## src/rtl/mii_tx_arbiter.sv

```systemverilog
// Round-robin owner of the MII transmit port for two nibble-stream sources.
// Adds preamble/SFD, spaces frames by the IFG, truncates oversize frames and abandons frames that underrun.
module mii_tx_arbiter #(
  parameter int PRE_NIBBLES = 15,
  parameter int IFG_NIBBLES = 24,
  parameter int MAX_NIBBLES = 3036,
  parameter int CNT_W       = 12
) (
  input  logic       rxc,
  input  logic       rst_n,
  input  logic       req0,
  input  logic       req1,
  input  logic [3:0] s0_data,
  input  logic [3:0] s1_data,
  input  logic       s0_vld,
  input  logic       s1_vld,
  input  logic       s0_last,
  input  logic       s1_last,
  output logic       s0_rd,
  output logic       s1_rd,
  output logic       gnt0,
  output logic       gnt1,
  output logic       txen,
  output logic [3:0] txd,
  output logic       busy,
  output logic       err
);

  typedef enum logic [2:0] {IDLE, PRE, SFD, DATA, DRAIN, IFG} state_e;

  localparam logic [CNT_W-1:0] PRE_END = CNT_W'(PRE_NIBBLES - 2);
  localparam logic [CNT_W-1:0] IFG_END = CNT_W'(IFG_NIBBLES - 1);
  localparam logic [CNT_W-1:0] MAX_END = CNT_W'(MAX_NIBBLES - 1);

  state_e           state_q, state_d;
  logic [CNT_W-1:0] cnt_q, cnt_d;
  logic [1:0]       gnt_q, gnt_d;
  logic             last_q, last_d;
  logic             txen_q, txen_d;
  logic [3:0]       txd_q, txd_d;
  logic             err_q, err_d;

  logic             xfer;
  logic             head_vld;
  logic             head_last;
  logic [3:0]       head_data;

  assign xfer      = (state_q == DATA) || (state_q == DRAIN);
  assign head_vld  = (gnt_q[0] & s0_vld) | (gnt_q[1] & s1_vld);
  assign head_last = (gnt_q[0] & s0_last) | (gnt_q[1] & s1_last);
  assign head_data = gnt_q[1] ? s1_data : s0_data;

  assign s0_rd = xfer & gnt_q[0] & s0_vld;
  assign s1_rd = xfer & gnt_q[1] & s1_vld;
  assign gnt0  = gnt_q[0];
  assign gnt1  = gnt_q[1];
  assign txen  = txen_q;
  assign txd   = txd_q;
  assign busy  = (state_q != IDLE);
  assign err   = err_q;

  always_ff @(posedge rxc or negedge rst_n) begin
    if (!rst_n) begin
      state_q <= IDLE;
      cnt_q   <= '0;
      gnt_q   <= 2'b00;
      last_q  <= 1'b1;
      txen_q  <= 1'b0;
      txd_q   <= 4'h0;
      err_q   <= 1'b0;
    end else begin
      state_q <= state_d;
      cnt_q   <= cnt_d;
      gnt_q   <= gnt_d;
      last_q  <= last_d;
      txen_q  <= txen_d;
      txd_q   <= txd_d;
      err_q   <= err_d;
    end
  end

  // The state decides what the pins show on the following cycle, so the
  // pins run one cycle behind it (SFD state is the last preamble nibble).
  always_comb begin
    state_d = state_q;
    cnt_d   = cnt_q;
    gnt_d   = gnt_q;
    last_d  = last_q;
    txen_d  = 1'b0;
    txd_d   = 4'h0;
    err_d   = 1'b0;
    case (state_q)
      IDLE: begin
        if (req0 || req1) begin
          if (req0 && (!req1 || last_q)) begin
            gnt_d  = 2'b01;
            last_d = 1'b0;
          end else begin
            gnt_d  = 2'b10;
            last_d = 1'b1;
          end
          state_d = (PRE_NIBBLES > 1) ? PRE : SFD;
          cnt_d   = '0;
          txen_d  = 1'b1;
          txd_d   = 4'h5;
        end
      end
      PRE: begin
        txen_d = 1'b1;
        txd_d  = 4'h5;
        cnt_d  = cnt_q + CNT_W'(1);
        if (cnt_q == PRE_END) begin
          state_d = SFD;
        end
      end
      SFD: begin
        txen_d  = 1'b1;
        txd_d   = 4'hD;
        cnt_d   = '0;
        state_d = DATA;
      end
      DATA: begin
        if (head_vld) begin
          txen_d = 1'b1;
          txd_d  = head_data;
          cnt_d  = cnt_q + CNT_W'(1);
          if (head_last) begin
            state_d = IFG;
            gnt_d   = 2'b00;
            cnt_d   = '0;
          end else if (cnt_q == MAX_END) begin
            state_d = DRAIN;
            err_d   = 1'b1;
          end
        end else begin
          state_d = DRAIN;
          err_d   = 1'b1;
        end
      end
      DRAIN: begin
        if (head_vld && head_last) begin
          state_d = IFG;
          gnt_d   = 2'b00;
          cnt_d   = '0;
        end
      end
      IFG: begin
        cnt_d = cnt_q + CNT_W'(1);
        if (cnt_q == IFG_END) begin
          state_d = IDLE;
          cnt_d   = '0;
        end
      end
      default: begin
        state_d = IDLE;
      end
    endcase
  end

endmodule
```

## config.mk

```make
export PLATFORM = sky130hd
export DESIGN_NAME = mii_tx_arbiter
export DESIGN_NICKNAME = d
export VERILOG_FILES = /design/src/rtl/mii_tx_arbiter.sv
export SDC_FILE = /design/constraint.sdc
export NUM_CORES = 1
export LEC_CHECK = 0
export CORE_ASPECT_RATIO = 0.6
export CORE_MARGIN = 4
export CORE_UTILIZATION = 52
export DETAILED_ROUTE_END_ITERATION = 10
export PLACE_DENSITY = 0.79
export SLEW_MARGIN = 10
export SYNTH_ARGS = -nofsm -noshare
export SYNTH_HDL_FRONTEND = slang
export SYNTH_SLANG_ARGS = --single-unit
```

## constraint.sdc

```tcl
create_clock -name rxc -period 2.05 [get_ports rxc]
set_input_delay 0.41 -clock rxc [delete_from_list [all_inputs] [get_ports rxc]]
set_output_delay 0.41 -clock rxc [all_outputs]
set_load 0.05 [all_outputs]
```

Yosys cells after proc, flatten, opt, wreduce, memory -nomap -nowiden
Index checks and enable logic that the tools add are counted.

Bits of input ports: 16. Register bits after elaboration: 24. Output and inout port bits: 11. Word-level logic and storage cells: 80.

Reduce and logical (&&, ||, !) cells: 15. Equality and inequality tests: 15. Add/subtract/negate cells: 1. Bitwise gates (word level): 10. Multiplexer cells: 32.

Operators by type and width (count): case mux 12 bit (6 select lines) (1); 2-to-1 mux 12 bit (5); 2-to-1 mux 3 bit (8); case mux 3 bit (6 select lines) (1); case mux 4 bit (4 select lines) (1); adder 12 x 1 -> 12 bit, second input constant (1); equality test 12 bit, second input constant (1); equality test 12 x 4 -> 1 bit, second input constant (1); equality test 12 x 5 -> 1 bit, second input constant (1); 2-to-1 mux 2 bit (5); inequality test 2 bit, second input constant (5); AND reduction 5 bit (2); bitwise AND 1 bit (8); 2-to-1 mux 4 bit (2); 2-to-1 mux 1 bit (7); equality test 3 x 2 -> 1 bit, second input constant (2); equality test 3 bit, second input constant (2); case mux 2 bit (3 select lines) (1); nonzero test 3 bit (2); nonzero test 6 bit (1); inequality test 4 x 3 -> 1 bit, second input constant (1); AND reduction 4 bit (1); equality test 3 x 1 -> 1 bit, second input constant (1); logical NOT 3 bit (1); 8 further kinds (12).

Logic depth before layout (Yosys ltp)
Gate-level depths: netlist of run 1.

Word-level depth: 6. Mapped depth: 7. Gate-level depth less buffers: 7.

Worst setup path after synthesis of run 1
Ideal clock, no wire load.

Path kind: register to output. From: reg gnt_q[1]. To: out s1_rd. Buffers on the path: 1. Required time: 1640 ps. Slack: -4 ps. Cell stages (with the launch flop): 4. Arrival time: 1644 ps. Path through: dfrtp_1 -> buf_2 -> nand2_1 -> nor2_1.

Longest elaborated chain between the ends: 2.

Ends and longest elaborated chain: from (decl) (line 37) `logic [1:0] gnt_q, gnt_d;`; from (signal assigned) (line 74) `gnt_q <= gnt_d;`; bitwise AND 1 bit (2 in series) (line 54) `assign s1_rd = xfer & gnt_q[1] & s1_vld;`; to (decl) (line 20) `output logic s1_rd,`.

No other way between the ends.

Worst setup path in the final report of run 1
From: reg gnt_q[0]. To: out gnt0.

RTL lines: to (decl) (line 21) `output logic gnt0,`.

No word-level cell between the ends.

==> results of run 1 <==
## stage by stage
step	TNS [ns]	util	cell area, um2
6_report	0	0.740	1930
5_1_grt	0	0.740	1930
4_1_cts	0	0.738	1930
3_5_place_dp	-0.978	0.717	1870
3_3_place_gp	-0.464	0.717	1870
2_1_floorplan	0	-	1480
## registers in the layout (all words and copies together) (netlist names)
name,flops
cnt_q,12
txd,4
state_q,3
gnt_q,2
err,1
last_q,1
txen,1
## cell families (layout without fill, tap and decap cells)
logic type,Yosys count,count (layout),synth area share
AOI/OAI and AO/OA,48,48,0.255
xor gates and xnor gates,1,1,0.00595
adders and majority gates,2,2,0.0170
buffers and inverters,11,49,0.0297
DFF,24,24,0.409
muxes,4,4,0.0280
and+or+nand+nor,72,72,0.256
## worst max-delay path by stage
stage | to | depth (start not counted)
3_5_place_dp | cnt_q[2] | 7
5_1_grt | gnt0 | 1
6_report | gnt0 | 1
3_3_place_gp | cnt_q[7] | 6
4_1_cts | s0_rd | 4
2_1_floorplan | cnt_q[7] | 6
## area by class of cell
type                            instances  share of cell area
Multi-Input combinational cell        127               0.431
Timing Repair Buffer                   40               0.197
Tap cell                               32              0.0207
Sequential cell                        24               0.313
Clock buffer                            4              0.0285
Inverter                                5             0.00972
## metal layers
layer,track usage,wire length (um)
met4,0.0542,33
met5,0,0
met2,0.316,1590
met1,0.315,1720
met3,0.0517,480
## power by group
| part | switching (mW) | total, mW | leakage, nW | internal [mW] |
|---|---|---|---|---|
| Clock | 0.155 | 0.327 | 0.0288 | 0.172 |
| Combinational | 0.906 | 1.53 | 0.469 | 0.624 |
| Sequential | 0.175 | 0.784 | 0.309 | 0.609 |
| Total | 1.23 | 2.64 | 0.806 | 1.41 |
## Yosys cell counts (all sizes together) (2+ instances only)
library cell and number:
a21oi 6, o21ai 16, nand3 8, nor2 14, a22o 9, clkbuf 3, or3 2, o311ai 2
ha 2, a31o 2, buf 3, and3 3, nand2b 3, nor2b 2, a21o 2, mux2i 3
inv 5, nand2 25, dfrtp 23, nor4 2, nor3 6
==> results.yml, run 1 <==
global_routing:
  globalRouteOverflowTotal: 0
  grt_max_degree: 25
  antenna_violations_before_repair: 0
  wire_length_of_the_first_global_routing_pass_mm: 6.47
  vias_in_the_first_global_route: 1303
  grt_util_all_layers: 0.215
sta:
  final_min_period_over_clock_period: 0.966
  fmax_mhz: 505
  setup_slack_ns: 0.0689
  drv_slew: 0
  remaining_max_slew_budget_at_the_tightest_pin: 0.667
  whs_ns: 0.496
  report.final.hold_viol_count: 0
  final.setup_skew_ns: 0.00487
  timing.final.setup_violations: 0
  setup_repair_after_global_routing_missed_its_margin: "no"
  tightest_slew_ns: 0.498
  final.min_clock_period_ns: 1.98
synth:
  synth_area_leaders: "dfrtp_1 39%, nand2_1 6.4%, a22o_1 5.4%"
  seq_area_frac_synth: 0.409
  syn_avg_cell_area_um2: 9.09
  synth_enable_flop_cells: 0
  synth_largest_type_area_fraction: 0.391
  ys.warnings.count: 0
  postSynthNetCount: 180
  synth-async-reset-ratio: 1.00
  synth_seq_cells: 24
  yosysUniqueCellTypes: 49
  post_synth_inst_count: 162
  netlist.top_cell.by_area: "dfrtp_1"
  mapped_cell_area_um2: 1470
  synth_flop_cell: "dfrtp_1"
die:
  die_area_um2: 3780
  core-area_um2: 2610
  die_h_um: 49.2
  dieWidth_um: 76.7
  floorplan.rows: 14
  top_level_ports: 27
  start_util: 0.564
setup_path:
  crit_family: "buffers and inverters"
  max_stage_delay_ns: 0.84
  setup_crit_start: "gnt_q[0]"
  timing.critical_path.buf_inv: 1
  r2r_start: "cnt_q[5]"
  rr_endpoint: "cnt_q[2]"
  timing.critical_path.cells: "clkdlybuf4s50_1"
  timing.critical_path.slowest_stage_cell: "clkdlybuf4s50_1"
  timing_worst_setup_path_type: "flop to output port"
  critPathLaunchType: "flop"
  timing.critical_path.required_ns: 1.64
  timing.critical_path.to_type: "output port"
  worst-r2r-cell-count: 5
  timing.critical_path.arrival_ns: 1.57
  crit_fanout: 7
  regToRegSetupSlack_ns: 0.08
final_layout:
  area_of_combinational_cells_with_multiple_inputs_um2: 832
  final_net_count: 219
  syn_to_layout_area_delta_pct: 31.2
  layout.cells.most_common: "nand2_1"
  insertedDiodeCount: 0
  layout.cells.non_filler: 232
  post_route_cells_drive_above_1_share: 0.185
  num-fill-cells: 186
  layout.area.seq_um2: 606
  commonest_cells_after_routing_fill_and_taps_aside: "25 x nand2_1, 22 x clkdlybuf4s50_1, 20 x dfrtp_1"
placement:
  placed_cell_count: 228
  gpl.final_weighted_congestion: 0.920
  detailedPlacementHpwl_mm: 2.95
  io_buffers: 26
  dp_worst_setup_slack_ns: -0.129
outcome:
  outcome: "completed"
detailed_routing:
  drt_first_pass_iters: 4
  antenna_violating_nets_post_route: 0
  avgViaCountPerCell: 5.97
  drc: 0
  route.final.wire_length_mm: 3.82
  drt-wirelength-per-cell_um: 16.5
  initialDrtViolationCount: 123
  vias: 1384
cts:
  cts-root-to-sink-buffers: 2
  cts.root.buffer_cell: "clkbuf_8"
  ctsHoldBuffers: 0
  post_cts.resized_instances: 0
  clk_transition_reported_paths_ns: 0.09
  cts_tree: "yes"
  clock_sink_count: 24
  worst_skew_pair.late_latency_ns: 0.27
  cts-htree-levels: 1
  total_setup_buffers_inserted_after_cts: 0
  cts_inserted_buffers: 3
pwr:
  power.leakage_nw: 0.806
  power_mw: 2.64
  power_per_cell_area_nw_per_um2: 1370
  vdd_drop_max_v: 0.000823
job:
  cap_viol_max_count: 0
hold_path:
  holdCritPathClass: "input pin to asynchronous set/reset pin"
No activity file was read; power rests on OpenSTA's default activity.
==> run 2: changes to the inputs <==
--- a/config.mk
+++ b/config.mk
@@ -5,11 +5,13 @@
 export SDC_FILE = /design/constraint.sdc
 export NUM_CORES = 1
 export LEC_CHECK = 0
+export CAP_MARGIN = 20
 export CORE_ASPECT_RATIO = 0.6
 export CORE_MARGIN = 4
 export CORE_UTILIZATION = 52
 export DETAILED_ROUTE_END_ITERATION = 10
 export PLACE_DENSITY = 0.79
+export SETUP_SLACK_MARGIN = 0.4
 export SLEW_MARGIN = 10
 export SYNTH_ARGS = -nofsm -noshare
 export SYNTH_HDL_FRONTEND = slang
==> run 2 against run 1 <==
Global-route usage increased by 4.8 points. Largest cell class unchanged. Critical path depth increased by 4. Critical path type is now flop to flop. Register-to-register slack improved by 0.03 ns.
==> results.yml, run 2 (synthesized netlist as in run 1, its figures left out) <==
detailed_routing:
  vias: 1734
  avgViaCountPerCell: 6.77
  drt-wirelength-per-cell_um: 20.9
  drt_first_pass_iters: 5
  antenna_violating_nets_post_route: 0
  drc: 0
  route.final.wire_length_mm: 5.35
  initialDrtViolationCount: 147
sta:
  timing.setup.tns_ns: 0
  final.setup_skew_ns: 0.00703
  tightest_slew_ns: 0.495
  whs_ns: 0.486
  final.min_clock_period_ns: 1.94
  setup_repair_after_global_routing_missed_its_margin: "yes"
  report.final.hold_viol_count: 0
  setup_slack_ns: 0.110
  drv_slew: 0
  remaining_max_slew_budget_at_the_tightest_pin: 0.672
  fmax_mhz: 515
  final_min_period_over_clock_period: 0.946
  timing.final.setup_violations: 0
setup_path:
  r2r_start: "cnt_q[2]"
  timing.critical_path.arrival_ns: 2.11
  crit_fanout: 8
  setup_crit_start: "cnt_q[2]"
  critPathLaunchType: "flop"
  timing_worst_setup_path_type: "flop to flop"
  timing.critical_path.to_type: "flop"
  timing.critical_path.required_ns: 2.22
  rr_endpoint: "cnt_q[11]"
  worst-r2r-cell-count: 5
  regToRegSetupSlack_ns: 0.11
cts:
  cts.root.buffer_cell: "clkbuf_8"
  cts-root-to-sink-buffers: 2
  cts-htree-levels: 1
  clock_sink_count: 24
  cts_tree: "yes"
  cts_inserted_buffers: 3
  worst_skew_pair.late_latency_ns: 0.27
  ctsHoldBuffers: 0
  clk_transition_reported_paths_ns: 0.09
final_layout:
  finish.instance_area_um2: 2260
  largest_reg_flops: 12
  commonest_cells_after_routing_fill_and_taps_aside: "35 x buf_4, 24 x nand2_1, 17 x dfrtp_1"
  post_route_cells_drive_above_1_share: 0.379
  area_of_combinational_cells_with_multiple_inputs_um2: 990
  layout.area.seq_um2: 609
  syn_to_layout_area_delta_pct: 53.4
  layout.cells.most_common: "buf_4"
  insertedDiodeCount: 0
  max_flop_register: "cnt_q"
  num-fill-cells: 108
  final_net_count: 243
placement:
  detailedPlacementHpwl_mm: 2.90
  gpl.final_weighted_congestion: 0.981
  dp_worst_setup_slack_ns: -0.112
  place_area_um2: 1870
  io_buffers: 26
global_routing:
  grt_max_degree: 25
  wire_length_of_the_first_global_routing_pass_mm: 7.93
  grt_util_all_layers: 0.263
  globalRouteOverflowTotal: 0
  vias_in_the_first_global_route: 1517
  antenna_violations_before_repair: 0
hold_path:
  holdCritPathClass: "flop to flop"
  hold_path_end: "last_q"
  worst_hold_path.num_cells: 2
  origin_of_the_worst_min_delay_path: "last_q"
job:
  cap_viol_max_count: 0
die:
  die_area_um2: 3780
  die_h_um: 49.2
  dieWidth_um: 76.7
  floorplan.rows: 14
  core-area_um2: 2610
  top_level_ports: 27
  start_util: 0.564
pwr:
  power.leakage_nw: 0.981
  power_per_cell_area_nw_per_um2: 1440
  vdd_drop_max_v: 0.00109
outcome:
  outcome: "completed"
run 2: cell types whose count changed in the layout (fill, tap and decap cells not counted), sizes merged:
cell / previous run / this run
buf: 18 / 39
clkbuf: 4 / 6
clkdlybuf4s50: 22 / 11
dlygate4sd2: 0 / 10
dlymetal6s2s: 0 / 1
o311a: 1 / 2
run 2: timing repair:
| item | CTS | global route |
|---|---|---|
| buffers inserted | 14 | 11 |
| gates resized for setup | 38 | 8 |
| endpoints found under the hold margin | 0 | 0 |
| cloned | 1 | 0 |
| pin swaps | 17 | 7 |
| endpoints found under the setup margin | 27 | 20 |
run 2: where the power goes:
| part | total [mW] | leakage (nW) | switching [mW] | internal [mW] |
|---|---|---|---|---|
| clock | 0.322 | 0.0288 | 0.150 | 0.172 |
| sequential | 0.804 | 0.304 | 0.192 | 0.612 |
| combinational | 2.12 | 0.647 | 1.22 | 0.905 |
| total | 3.25 | 0.981 | 1.56 | 1.69 |
run 2: worst max-delay path by stage:
| stage | end | slack, ns | cells past startpoint |
|---|---|---|---|
| after global placement | cnt_q[2] | -0.05 | 7 |
| after global routing | cnt_q[2] | 0.06 | 5 |
| after detailed placement | cnt_q[2] | -0.11 | 7 |
| after floorplan | cnt_q[2] | 0.26 | 6 |
| after CTS | s1_rd | 0.18 | 4 |
| final | cnt_q[11] | 0.11 | 5 |
run 2: layout make-up:
| class | count | share of cell area |
|---|---|---|
| sequential | 24 | 0.270 |
| clock buffer | 4 | 0.0244 |
| tap | 32 | 0.0177 |
| multi-input combinational | 128 | 0.438 |
| inverter | 5 | 0.00831 |
| timing repair buffer | 63 | 0.242 |
run 2: stage by stage:
stage	power, mW	std cells	util
finish	3.25	256	0.865
global route	3.37	256	0.865
CTS	2.93	245	0.822
detailed placement	2.33	226	0.718
global placement	2.27	226	0.718
floorplan	1.82	162	-
run 2: metal layers:
layer  share of wire  GRT usage  vias to the layer above
met1            0.39      0.363                      820
met5               0          0                        -
met2            0.43      0.416                      153
li1                -          -                      727
met4           0.042     0.0633                        0
met3            0.14     0.0646                       34
run 2: critical path: stages, from the launching register on:
cell	delay [ns]
dfrtp_1	0.62
nand3_1	0.22
or3_1	0.53
nor2_1	0.17
o21ai_1	0.09
a22o_1	0.21
